## config.mk

```make
export PLATFORM = sky130hd
export DESIGN_NAME = fifo_flag_ctrl
export DESIGN_NICKNAME = d
export VERILOG_FILES = /design/src/rtl/fifo_flag_ctrl.sv
export SDC_FILE = /design/constraint.sdc
export NUM_CORES = 1
export LEC_CHECK = 0
export ABC_CLOCK_PERIOD_IN_PS = 3900
export CAP_MARGIN = 0
export CORE_ASPECT_RATIO = 1.25
export CORE_MARGIN = 2
export CORE_UTILIZATION = 40
export DETAILED_ROUTE_END_ITERATION = 8
export GPL_ROUTABILITY_DRIVEN = 0
export GPL_TIMING_DRIVEN = 0
export PLACE_DENSITY = 0.8
export SETUP_SLACK_MARGIN = 0.4
export SYNTH_ARGS = -nofsm -noshare
export SYNTH_HDL_FRONTEND = slang
export SYNTH_SLANG_ARGS = --single-unit
```

## constraint.sdc

```tcl
create_clock -name clk -period 3.9 [get_ports clk]
set_input_delay 0.975 -clock clk [delete_from_list [all_inputs] [get_ports clk]]
set_output_delay 0.975 -clock clk [all_outputs]
set_load 0.05 [all_outputs]
```

## src/rtl/fifo_flag_ctrl.sv

```systemverilog
// fifo_flag_ctrl: gates FIFO read/write requests into pointer-counter
// enables, tracks occupancy and drives registered status flags plus
// sticky overflow / underflow / pointer-consistency errors.
module fifo_flag_ctrl #(
  parameter int FIFO_ADDRESS_SIZE = 3,
  parameter int AF_MARGIN         = 1,
  parameter int AE_MARGIN         = 1
) (
  input  logic                         clk,
  input  logic                         rst,
  input  logic                         wr_req,
  input  logic                         rd_req,
  input  logic                         err_clr,
  input  logic [FIFO_ADDRESS_SIZE:0]   w_ptr,
  input  logic [FIFO_ADDRESS_SIZE:0]   r_ptr,
  output logic                         cw_en,
  output logic                         cr_en,
  output logic [FIFO_ADDRESS_SIZE:0]   fill_count,
  output logic                         full,
  output logic                         empty,
  output logic                         almost_full,
  output logic                         almost_empty,
  output logic                         overflow,
  output logic                         underflow,
  output logic                         ptr_err
);

  localparam int N     = FIFO_ADDRESS_SIZE;
  localparam int DEPTH = 1 << N;

  // Thresholds held one bit wider than fill_count so they match the
  // width of the next-occupancy sum.
  localparam logic [N+1:0] FULL_LVL = (N+2)'(DEPTH);
  localparam logic [N+1:0] AF_LVL   = (N+2)'(DEPTH - AF_MARGIN);
  localparam logic [N+1:0] AE_LVL   = (N+2)'(AE_MARGIN);

  typedef struct packed {
    logic full;
    logic empty;
    logic almost_full;
    logic almost_empty;
  } status_t;

  logic [N+1:0] next_cnt;
  logic [N:0]   ptr_diff;
  status_t      next_st;

  // Enables depend only on registered flags: a full FIFO still accepts a
  // read this cycle but never a write, and vice versa when empty.
  assign cw_en = wr_req & ~full;
  assign cr_en = rd_req & ~empty;

  // Pointer distance wraps naturally in N+1 bits.
  assign ptr_diff = w_ptr - r_ptr;

  // Next occupancy and the flags derived from it.
  always_comb begin
    next_cnt = {1'b0, fill_count}
             + {{(N+1){1'b0}}, cw_en}
             - {{(N+1){1'b0}}, cr_en};
    next_st.full         = (next_cnt == FULL_LVL);
    next_st.empty        = (next_cnt == '0);
    next_st.almost_full  = (next_cnt >= AF_LVL);
    next_st.almost_empty = (next_cnt <= AE_LVL);
  end

  // Occupancy counter and status flags.
  always_ff @(posedge clk or posedge rst) begin
    if (rst) begin
      fill_count   <= '0;
      full         <= 1'b0;
      empty        <= 1'b1;
      almost_full  <= 1'b0;
      almost_empty <= 1'b1;
    end else begin
      fill_count   <= next_cnt[N:0];
      full         <= next_st.full;
      empty        <= next_st.empty;
      almost_full  <= next_st.almost_full;
      almost_empty <= next_st.almost_empty;
    end
  end

  // Sticky errors; a fresh set condition beats a coincident clear.
  always_ff @(posedge clk or posedge rst) begin
    if (rst) begin
      overflow  <= 1'b0;
      underflow <= 1'b0;
      ptr_err   <= 1'b0;
    end else begin
      overflow  <= (wr_req & full)  | (overflow  & ~err_clr);
      underflow <= (rd_req & empty) | (underflow & ~err_clr);
      ptr_err   <= (ptr_diff != fill_count) | (ptr_err & ~err_clr);
    end
  end

endmodule

```

==> results of run 1 <==
layout by cell type, fill, tap and decap left out:
master | Yosys | layout
nand3b_1 | 2 | 2
dlymetal6s2s_1 | 0 | 1
dfstp_2 | 2 | 2
nand3_1 | 1 | 1
fa_1 | 2 | 2
xnor2_1 | 7 | 7
o21ai_0 | 1 | 1
nor4b_2 | 1 | 1
inv_1 | 12 | 12
a22o_1 | 2 | 2
clkbuf_4 | 0 | 3
a21oi_2 | 2 | 2
and3b_1 | 1 | 1
clkbuf_1 | 0 | 1
clkdlybuf4s50_1 | 0 | 24
and3_1 | 1 | 1
a2111oi_2 | 1 | 1
a21o_1 | 2 | 2
nor3_1 | 2 | 2
ha_1 | 8 | 8
nor2b_1 | 3 | 3
dfrtp_1 | 9 | 9
o21a_1 | 1 | 1
xor2_1 | 2 | 2
per-layer routing:
| layer | track usage | vias up |
|---|---|---|
| met5 | 0 | - |
| met4 | 0.0161 | 0 |
| met3 | 0.0708 | 0 |
| li1 | - | 266 |
| met2 | 0.242 | 14 |
| met1 | 0.186 | 243 |
cells by family after synthesis:
group                      count (synthesis)  synth area share
DFF                                       11             0.398
adders and majority gates                 10             0.201
and+or+nand+nor                           11             0.113
xor gates and xnor gates                   9             0.113
AOI/OAI and AO/OA                          9             0.111
buffers and inverters                     12            0.0645
critical path, cell delays in order:
cell and delay (ns):
clkdlybuf4s50_1 0.47, nor2b_1 0.18, clkdlybuf4s50_1 0.82
how the worst max path moves through the flow:
stage            from      endpoint  slack (ns)
3_5_place_dp   wr_req         cw_en        0.46
6_report       rd_req         cr_en        0.48
2_1_floorplan  rd_req  almost_empty        0.52
4_1_cts        wr_req         cw_en        0.45
3_3_place_gp   wr_req         cw_en        0.47
5_1_grt        rd_req         cr_en        0.45
sequential cells by signal, summed over array words and instances, names as in the netlist:
name	cells
almost_full	1
ptr_err	1
empty	1
fill_count	4
underflow	1
almost_empty	1
overflow	1
full	1
per-stage QoR:
step           std cells  cell area, sq um  utilization
3_3_place_gp         105               971        0.606
4_1_cts              109               997        0.623
2_1_floorplan         62               698            -
6_report             109              1000        0.624
5_1_grt              109              1000        0.624
3_5_place_dp         105               971        0.606
layout make-up:
| type | count | area [sq um] | area share |
|---|---|---|---|
| multi-input cells | 39 | 375 | 0.375 |
| well taps | 18 | 22.5 | 0.0225 |
| inverters | 12 | 45.0 | 0.0451 |
| flip-flops and latches | 11 | 278 | 0.278 |
| repair buffers | 25 | 253 | 0.253 |
| clock buffers | 4 | 26.3 | 0.0263 |
==> results.cfg, run 1 <==
[route]
wl_met3_um = 82
wl_met1_um = 508
highest_layer = met3
first_pass_iters = 3
drc = 0
route.met2.wl_um = 652
drtAntennaViolNets = 0
vias_per_cell = 4.80
routed-via-count = 523
wirelength_um = 1240
wl_per_cell_um = 11.4
drt_iter0_markers = 3

[sta]
fmax_ghz = 0.292
rsz0062_at_grt = false
tightestPinTransition_ns = 0.502
slew_headroom = 0.664
maxSlewViolCount = 0
finClkSkew_ns = 0.00266
setup-violations-final = 0
hold_ws_ns = 0.508
hold_viol_final = 0
post-route-period-util = 0.878
tns_ns = 0
fin_ws_ns = 0.475
finalCriticalPeriod_ns = 3.42

[cells_and_area]
final_nets = 115
drive_gt1_frac = 0.0989
nFillCells = 141
area_delta_synth_final_pct = 43.2
antenna_cells = 0

[clock_network]
post_cts_buffers = 0
clock_latency_ns = 0.26
clockBufferDepth = 2
clkTransAtPathRegs_ns = 0.06
cts_tree = done
cts_root_buf = clkbuf_4
ctsResizeCount = 0
clock_sinks = 11
htree_levels = 1
cts_made_buffers = 3
hold_buffers = 0

[setup_path]
end_kind = output pin
cp_max_fo = 2
path_class = in2out
r2r_slack_ns = 1.50
reg2reg_depth = 9
start_kind = primary input
cp.arrival_ns = 2.45
critPathRequiredTime_ns = 2.92
reg2reg_to = almost_empty
rr_startpoint = empty

[min_path]
min_from = overflow
hold_path.class = reg2reg
min_path_cells = 1
min_to = overflow

[logic_synthesis]
ys_seq_elements = 11
synth_top_cell_by_area = dfrtp_1
ys.flop_type = dfrtp_1
syn_avg_cell_area_sq_um = 11.3
synth_top_cell_area_share = 0.323
yosysWarnings = 0
syn-num-nets = 85
netlist_area_sq_um = 698
synth-edff-count = 0
ys_async_sr_fraction = 1.00
yosysMostFrequentCell = inv_1
synth_area_leaders = dfrtp_1 32%, ha_1 14%, xnor2_1 8.8%, dfstp_2 7.5%, inv_1 6.5%
ys_types = 20
netlist_top_cells_count = 12 x inv_1, 9 x dfrtp_1, 8 x ha_1, 7 x xnor2_1, 3 x nor2b_1
netlist_instances = 62
yosysSeqAreaShare = 0.398

[run]
max_cap_violations = 0

[global_route]
grt_pass1_wl_um = 2170
grt_pass1_vias = 533
overflow = 0
grtUsageTotal = 0.151
grt_max_degree = 12
antenna_found_initial = 0

[die]
die_h_um = 50.7
ios = 26
core_sq_mm = 0.00160
rows = 16
die-area_sq_mm = 0.00210
die_x_um = 41.4
start_util = 0.436

[placed_design]
dp_hpwl_um = 1050
dpl_worst_slack_ns = 0.461
portBuffers = 25

[status]
outcome = completed
Power of run 1 is left out: the tool's default activity adds up to more than one toggle a clock period on the data nets, which glitch-free logic cannot reach.
==> inputs of run 2 (changes only) <==
- ABC_AREA: default -> 1
- PLACE_DENSITY: 0.8 -> 0.79
==> run 2 against run 1 <==
Net effect:
- worst setup slack improved by 0.36 ns
- clock-buffer cell count fell by 1
- cell count rose by 34%
- register-to-register slack improved by 0.11 ns
- critical endpoint unchanged
- highest routed layer is now met4
==> results.cfg, run 2 <==
[power_and_ir_drop]
internal_power_mw = 0.448
p_switching_mw = 0.509
seqPwrFrac = 0.212
ir_drop_v = 0.000422
clock_power_share = 0.084
p_leak_nw = 0.586
share_comb_of_total_power = 0.704
swShare = 0.532
powerDensity_mw_per_mm2 = 896

[logic_synthesis]
syn-num-nets = 121
synth_top_cell_area_share = 0.296
yosysWarnings = 0
synth_top_cell_by_area = dfrtp_1
netlist_instances = 98
netlist_area_sq_um = 761
synth-edff-count = 0
ys.flop_type = dfrtp_1
ys_seq_elements = 11
netlist_top_cells_count = 24 x inv_1, 24 x nand2_1, 9 x dfrtp_1, 9 x nand3_1
ys_async_sr_fraction = 1.00
syn_avg_cell_area_sq_um = 7.76
ys_types = 17
yosysSeqAreaShare = 0.365
synth_area_leaders = dfrtp_1 30%, ha_1 13%, inv_1 12%, nand2_1 12%, dfstp_2 6.9%

[setup_path]
reg2reg_to = empty
start_kind = primary input
worst_path_dominant_cell_family = buffers and inverters
crit_chain = clkdlybuf4s50_1 -> inv_1 -> nor2_1 -> dlymetal6s2s_1
critPathRequiredTime_ns = 2.92
rr_startpoint = empty
cp.arrival_ns = 2.09
cp_max_fo = 2
crit_path_max_incr_delay_ns = 0.48
critical_path_buf_inv_count = 3
r2r_slack_ns = 1.61
end_kind = output pin
reg2reg_depth = 9
worst_path_max_delay_cell = clkdlybuf4s50_1
path_class = in2out

[sta]
finalCriticalPeriod_ns = 3.06
setup-violations-final = 0
finClkSkew_ns = 0.00660
tns_ns = 0
maxSlewViolCount = 0
rsz0062_at_grt = false
fmax_ghz = 0.327
slew_headroom = 0.657
hold_viol_final = 0
tightestPinTransition_ns = 0.513
post-route-period-util = 0.785

[global_route]
overflow = 0
antenna_found_initial = 0
grtUsageTotal = 0.166
grt_pass1_wl_um = 2680
grt_pass1_vias = 647
grt_max_degree = 12

[cells_and_area]
final_cell_mix = 24 x inv_1, 24 x nand2_1, 23 x clkdlybuf4s50_1, 9 x nand3_1, 9 x dfrtp_1
drive_gt1_frac = 0.0630
final-seq-area_sq_um = 278
largest_register = fill_count
multi_input_area_sq_um = 393
largest_reg_flops = 4
area_delta_synth_final_pct = 40.3
final_nets = 151
nFillCells = 152
stdcell_count = 146
antenna_cells = 0

[die]
die_h_um = 52.8
core_sq_mm = 0.00179
ios = 26
rows = 17
die-area_sq_mm = 0.00227
die_x_um = 43.0
start_util = 0.426

[clock_network]
clkTransAtPathRegs_ns = 0.07
htree_levels = 1
cts_made_buffers = 3
clockBufferDepth = 2
clock_latency_ns = 0.28
cts_root_buf = clkbuf_4
post_cts_buffers = 0
cts_tree = done
clock_sinks = 11

[min_path]
hold_path.class = reg2reg
min_to = overflow
min_from = overflow
min_path_cells = 1

[placed_design]
portBuffers = 25
placed_cells = 142
dp_hpwl_um = 1360

[route]
drt_iter0_markers = 8
wl_per_cell_um = 10.9
vias_per_cell = 4.80
first_pass_iters = 4
drtAntennaViolNets = 0
wirelength_um = 1590
drc = 0
routed-via-count = 701

[run]
max_cap_violations = 0

[status]
outcome = completed
## run 2: cell count changes after synthesis, moves of 3 or more
| cell | delta |
|---|---|
| nor2_1 | +8 |
| xnor2_1 | -6 |
| nand3_1 | +8 |
| inv_1 | +12 |
| nor2b_1 | -3 |
| nand2_1 | +24 |
## run 2: cell type report
cell class	instances	area share
clock buffer	3	0.0211
clock inverter	1	0.00469
inverter	24	0.0844
multi-input combinational	63	0.368
sequential	11	0.260
tap	19	0.0223
timing repair buffer	25	0.239
## run 2: layer usage
metal	up-vias	track usage	routed length [um]
met2	16	0.323	900
met3	4	0.0414	65
met4	0	0.0758	25
met5	-	0	0
li1	356	-	-
met1	325	0.160	603
## run 2: cells by family (layout without fill, tap and decap cells)
group	after synthesis	count (layout)	synth area share
buf+inv	24	53	0.118
flops	11	11	0.365
simple gates	45	45	0.250
fa+ha+maj	10	10	0.184
compound gates	4	4	0.0362
xor+xnor	4	4	0.0461
## run 2: what timing repair did
action	4_1_cts	5_1_grt
endpoints found under the setup margin	0	2
hold buffers	0	0
resized for setup	0	2
## run 2: worst max-delay path by stage
stage,cells after the start,end,from,slack [ns]
3_5_place_dp,4,cr_en,rd_req,0.44
3_3_place_gp,4,cw_en,wr_req,0.47
4_1_cts,4,cr_en,rd_req,0.44
6_report,4,cr_en,rd_req,0.84
2_1_floorplan,10,empty,rd_req,0.59
5_1_grt,11,empty,rd_req,0.72
## run 2: stage by stage
| stage | power, mW | utilization | setup WS, ns | hold WS (ns) | cell area, sq um |
|---|---|---|---|---|---|
| 2_1_floorplan | 0.693 | - | 0.592 | 0.734 | 761 |
| 3_3_place_gp | 0.860 | 0.579 | 0.467 | 0.486 | 1030 |
| 3_5_place_dp | 0.885 | 0.579 | 0.436 | 0.495 | 1030 |
| 4_1_cts | 0.969 | 0.595 | 0.438 | 0.517 | 1060 |
| 5_1_grt | 1.05 | 0.597 | 0.723 | 0.545 | 1070 |
| 6_report | 0.956 | 0.597 | 0.839 | 0.514 | 1070 |
## run 2: power groups by stage
| stage | Combinational, mW | Sequential, mW | Clock (mW) |
|---|---|---|---|
| 2_1_floorplan | 0.339 | 0.354 | 0 |
| 3_3_place_gp | 0.656 | 0.204 | 0 |
| 3_5_place_dp | 0.679 | 0.205 | 0 |
| 4_1_cts | 0.682 | 0.204 | 0.0828 |
| 5_1_grt | 0.747 | 0.211 | 0.0902 |
| 6_report | 0.673 | 0.203 | 0.0802 |
No activity file was read; power rests on OpenSTA's default activity.
